--- src/rtl/jtbubl_shared_arb.sv ---
`default_nettype none
// ============================================================================
//  Module      : jtbubl_shared_arb
//  Description : Shares one single-port 8 KB RAM between the main and sub Z80.
//                Each CPU gets a private port with a wait_n stall line.
//                Accesses are serialised (2 clocks each) with round-robin or
//                fixed main priority on ties. Read data is held per CPU.
//  Revision    : 1.0 - initial release
// ============================================================================
module jtbubl_shared_arb #(
    parameter int AW        = 13,
    parameter int PRIO_MAIN = 0
) (
    input  logic          clk24,
    input  logic          rst,
    // main CPU port
    input  logic          main_cs,
    input  logic          main_we,
    input  logic [AW-1:0] main_addr,
    input  logic [7:0]    main_dout,
    output logic [7:0]    main_din,
    output logic          main_wait_n,
    // sub CPU port
    input  logic          sub_cs,
    input  logic          sub_we,
    input  logic [AW-1:0] sub_addr,
    input  logic [7:0]    sub_dout,
    output logic [7:0]    sub_din,
    output logic          sub_wait_n,
    // shared RAM port
    output logic [AW-1:0] ram_addr,
    output logic [7:0]    ram_din,
    output logic          ram_we,
    input  logic [7:0]    ram_q
);

    typedef enum logic [1:0] {
        ST_IDLE     = 2'd0,
        ST_ACC_MAIN = 2'd1,
        ST_ACC_SUB  = 2'd2
    } state_t;

    state_t          state_q, state_d;
    logic            main_done_q, main_done_d;
    logic            sub_done_q, sub_done_d;
    logic            last_sub_q, last_sub_d;   // 1: sub owned the last access
    logic [AW-1:0]   ram_addr_q, ram_addr_d;
    logic [7:0]      ram_din_q, ram_din_d;
    logic            ram_we_q, ram_we_d;
    logic [7:0]      main_din_q, main_din_d;
    logic [7:0]      sub_din_q, sub_din_d;

    logic            main_req, sub_req;
    logic            grant_main, grant_sub;

    // A CPU is pending while it selects the RAM and has not been served yet
    assign main_req = main_cs && !main_done_q;
    assign sub_req  = sub_cs  && !sub_done_q;

    // Stall lines are forced high while reset is held
    assign main_wait_n = rst || !main_req;
    assign sub_wait_n  = rst || !sub_req;

    assign ram_addr = ram_addr_q;
    assign ram_din  = ram_din_q;
    assign ram_we   = ram_we_q;
    assign main_din = main_din_q;
    assign sub_din  = sub_din_q;

    // Next-state logic: grant selection in IDLE, completion in ACC_x
    always_comb begin
        state_d     = state_q;
        main_done_d = main_done_q;
        sub_done_d  = sub_done_q;
        last_sub_d  = last_sub_q;
        ram_addr_d  = ram_addr_q;
        ram_din_d   = ram_din_q;
        ram_we_d    = 1'b0;
        main_din_d  = main_din_q;
        sub_din_d   = sub_din_q;
        grant_main  = 1'b0;
        grant_sub   = 1'b0;

        // A served CPU re-arms once it ends its memory cycle
        if (!main_cs) main_done_d = 1'b0;
        if (!sub_cs)  sub_done_d  = 1'b0;

        case (state_q)
            ST_IDLE: begin
                if (main_req && sub_req) begin
                    if ((PRIO_MAIN != 0) || last_sub_q) grant_main = 1'b1;
                    else                                 grant_sub  = 1'b1;
                end else if (main_req) begin
                    grant_main = 1'b1;
                end else if (sub_req) begin
                    grant_sub = 1'b1;
                end

                if (grant_main) begin
                    ram_addr_d = main_addr;
                    ram_din_d  = main_dout;
                    ram_we_d   = main_we;
                    state_d    = ST_ACC_MAIN;
                end else if (grant_sub) begin
                    ram_addr_d = sub_addr;
                    ram_din_d  = sub_dout;
                    ram_we_d   = sub_we;
                    state_d    = ST_ACC_SUB;
                end
            end
            // ram_we_q is still high here only when this access is a write
            ST_ACC_MAIN: begin
                if (!ram_we_q) main_din_d = ram_q;
                main_done_d = 1'b1;
                last_sub_d  = 1'b0;
                state_d     = ST_IDLE;
            end
            ST_ACC_SUB: begin
                if (!ram_we_q) sub_din_d = ram_q;
                sub_done_d = 1'b1;
                last_sub_d = 1'b1;
                state_d    = ST_IDLE;
            end
            default: begin
                state_d = ST_IDLE;
            end
        endcase
    end

    // State and output registers with asynchronous reset
    always_ff @(posedge clk24 or posedge rst) begin
        if (rst) begin
            state_q     <= ST_IDLE;
            main_done_q <= 1'b0;
            sub_done_q  <= 1'b0;
            last_sub_q  <= 1'b1;
            ram_addr_q  <= '0;
            ram_din_q   <= 8'h00;
            ram_we_q    <= 1'b0;
            main_din_q  <= 8'hFF;
            sub_din_q   <= 8'hFF;
        end else begin
            state_q     <= state_d;
            main_done_q <= main_done_d;
            sub_done_q  <= sub_done_d;
            last_sub_q  <= last_sub_d;
            ram_addr_q  <= ram_addr_d;
            ram_din_q   <= ram_din_d;
            ram_we_q    <= ram_we_d;
            main_din_q  <= main_din_d;
            sub_din_q   <= sub_din_d;
        end
    end

endmodule
`default_nettype wire

--- config.mk ---
export PLATFORM = sky130hd
export DESIGN_NAME = jtbubl_shared_arb
export DESIGN_NICKNAME = d
export VERILOG_FILES = /design/src/rtl/jtbubl_shared_arb.sv
export SDC_FILE = /design/constraint.sdc
export NUM_CORES = 1
export LEC_CHECK = 0
export ABC_AREA = 1
export ABC_CLOCK_PERIOD_IN_PS = 5200
export CAP_MARGIN = 5
export CELL_PAD_IN_SITES_DETAIL_PLACEMENT = 1
export CELL_PAD_IN_SITES_GLOBAL_PLACEMENT = 1
export CORE_MARGIN = 4
export CORE_UTILIZATION = 30
export DETAILED_ROUTE_END_ITERATION = 8
export DONT_BUFFER_PORTS = 1
export HOLD_SLACK_MARGIN = 0.12
export PLACE_DENSITY_LB_ADDON = 0.1
export SYNTH_ARGS = -nofsm -noshare
export SYNTH_HDL_FRONTEND = slang
export SYNTH_SLANG_ARGS = --single-unit
export TNS_END_PERCENT = 100
--- constraint.sdc ---
create_clock -name clk24 -period 5.2 [get_ports clk24]
set_clock_uncertainty 0.15 [all_clocks]
set_input_delay 1.56 -clock clk24 [delete_from_list [all_inputs] [get_ports clk24]]
set_output_delay 1.56 -clock clk24 [all_outputs]
set_load 0.1 [all_outputs]
==> impl_metrics.toml <==
[outcome]
status = "completed"

[cts]
cts_buffer_depth = 2
insertion_delay_ns = 0.29
postCtsHoldBufs = 0
clkSinkCount = 43
clkTransAtPathRegs_ns = 0.08
cts_tree = "yes"
root_buffer = "clkbuf_8"
post_cts_buffers = 0
cts_htree_levels = 2
ctsResizeCount = 0
cts_buffers = 5

[route]
antenna_left = 0
wl_mm = 5.50
drt_iter0_drc = 38
wl_per_cell_um = 14.7
drt_pass1_iterations = 4
via_per_inst = 4.46
vias = 1673
drc_errors = 0

[sta]
finalHoldViolations = 0
setup_violations = 0
maxSlewViolCount = 0
clock.fmax_mhz = 262
relSlewSlack_pct = 27.5
finalCriticalPeriod_ns = 3.82
fin_crit_sh_pct = 73.5
tns_ns = 0
worst_pin_slew_ns = 1.09
rsz0062_at_grt = "false"

[layout]
final_area_sq_um = 2320
insertedDiodeCount = 0
area_growth_pct = 8.93
layout_commonest_cell = "nand2_1"
nets = 337
final_cell_mix = "89 x nand2_1, 59 x inv_1, 45 x nand3_1, 26 x dfrtp_1, 18 x o21ai_0"
drive_gt1_share_pct = 11.8

[placed_design]
port_buffers = 0
placed_area_sq_um = 2220
gp_congestion = 0.774
place_hpwl_mm = 4.04

[floorplan]
die_area_sq_um = 8510
dieHeight_um = 92.3
initial_core_util_pct = 31.2
die_w_um = 92.3
rows = 30
ios = 96
core_sq_um = 6830

[worst_setup_path]
crit_fanout = 3
crit_required_ns = 3.49
r2r_end = "ram_din[1]"
critPathKind = "in -> out"
r2r_start = "state_q[0]"
cp.arrival_ns = 2.11
crit_path_end = "sub_wait_n"
cp-start-kind = "primary input"
reg2reg_slack_ns = 2.79
cp-startpoint = "sub_cs"
r2r_cells = 7
endpoint_kind = "output pin"

[global_routing]
grt_pass1_wl_mm = 9.20
first_global_vias = 1865
antenna_found_initial = 0
globalRouteTotalUtil_pct = 13.7
gr-total-overflow = 0
grt_max_degree = 43

[logic_synthesis]
yosysWarnings = 0
ys_seq_elements = 43
seq_area_frac_synth_pct = 51.5
syn_nets = 337
syn_area_sq_um = 2130
synth_cells = 278
avgSynthCellArea_sq_um = 7.66
synth_cell_types = 16

[flow_run]
cap_violations = 0

[worst_hold_path]
hp-class = "reg -> reg"
[registers in the layout, indices dropped and copies added, names as in the netlist]
name / flops
state_q: 2
ram_addr: 13
main_din: 8
ram_din: 8
ram_we: 1
last_sub_q: 1
main_done_q: 1
sub_done_q: 1
sub_din: 8
[synthesized netlist by cell type]
| cell type | n | area (sq um) |
|---|---|---|
| a21oi_2 | 1 | 8.76 |
| nand3_1 | 45 | 225 |
| clkbuf_1 | 2 | 7.51 |
| dfstp_2 | 17 | 447 |
| ha_1 | 3 | 37.5 |
| buf_2 | 6 | 30.0 |
| buf_4 | 4 | 30.0 |
| o21bai_1 | 1 | 7.51 |
| a21oi_1 | 3 | 15.0 |
| inv_1 | 60 | 225 |
| a21o_1 | 1 | 7.51 |
| nor2_4 | 1 | 11.3 |
| o21ai_0 | 18 | 90.1 |
| inv_2 | 1 | 3.75 |
| dfrtp_1 | 26 | 651 |
| nand2_1 | 89 | 334 |
[kinds of logic (layout without fill, tap and decap cells)]
kind of cell	count (synthesis)	in the layout	share of synthesized area, %
compound gates	24	24	6.05
buf+inv	73	74	13.9
flops	43	43	51.5
fa+ha+maj	3	3	1.76
simple gates	135	135	26.8
[per-stage QoR]
step / hold slack (ns) / setup slack [ns] / utilization (%) / instances
after floorplan: 0.299 / 0.121 / - / 278
after global placement: 0.321 / 1.42 / 32.5 / 367
after detailed placement: 0.316 / 1.38 / 32.5 / 367
after CTS: 0.334 / 1.38 / 34.0 / 375
after global routing: 0.345 / 1.35 / 34.0 / 375
final: 0.327 / 1.38 / 34.0 / 375
[per-layer routing]
metal / wire length, um / GRT usage (%) / vias to the layer above
met4: 57 / 3.71 / 0
met1: 2510 / 16.8 / 782
met3: 399 / 5.17 / 7
met2: 2530 / 22.4 / 52
li1: - / - / 832
met5: 0 / 0 / -
[area by class of cell]
type                    instances  area [sq um]
clock buffers                   8           100
fillers                       870          4510
inverters                      61           229
multi-input cells             162           737
flip-flops and latches         43          1100
well taps                      96           120
repair buffers                  5          37.5
[worst min path at each step]
| stage | start | end | slack (ns) | cells after the start |
|---|---|---|---|---|
| floorplan | sub_done_q | sub_done_q | 0.30 | 1 |
| global placement | sub_done_q | sub_done_q | 0.32 | 1 |
| detailed placement | sub_done_q | sub_done_q | 0.32 | 1 |
| CTS | sub_done_q | sub_done_q | 0.33 | 1 |
| global route | sub_done_q | sub_done_q | 0.35 | 1 |
| finish | sub_done_q | sub_done_q | 0.33 | 1 |
[worst max-delay path, stage by stage]
cell     delay (ns)
nand2_1        0.11
inv_1          0.08
nand2_1        0.07
buf_4          0.28
Power is not shown: default switching activity piles up to over one toggle a cycle in this logic, so the estimate is an artifact.
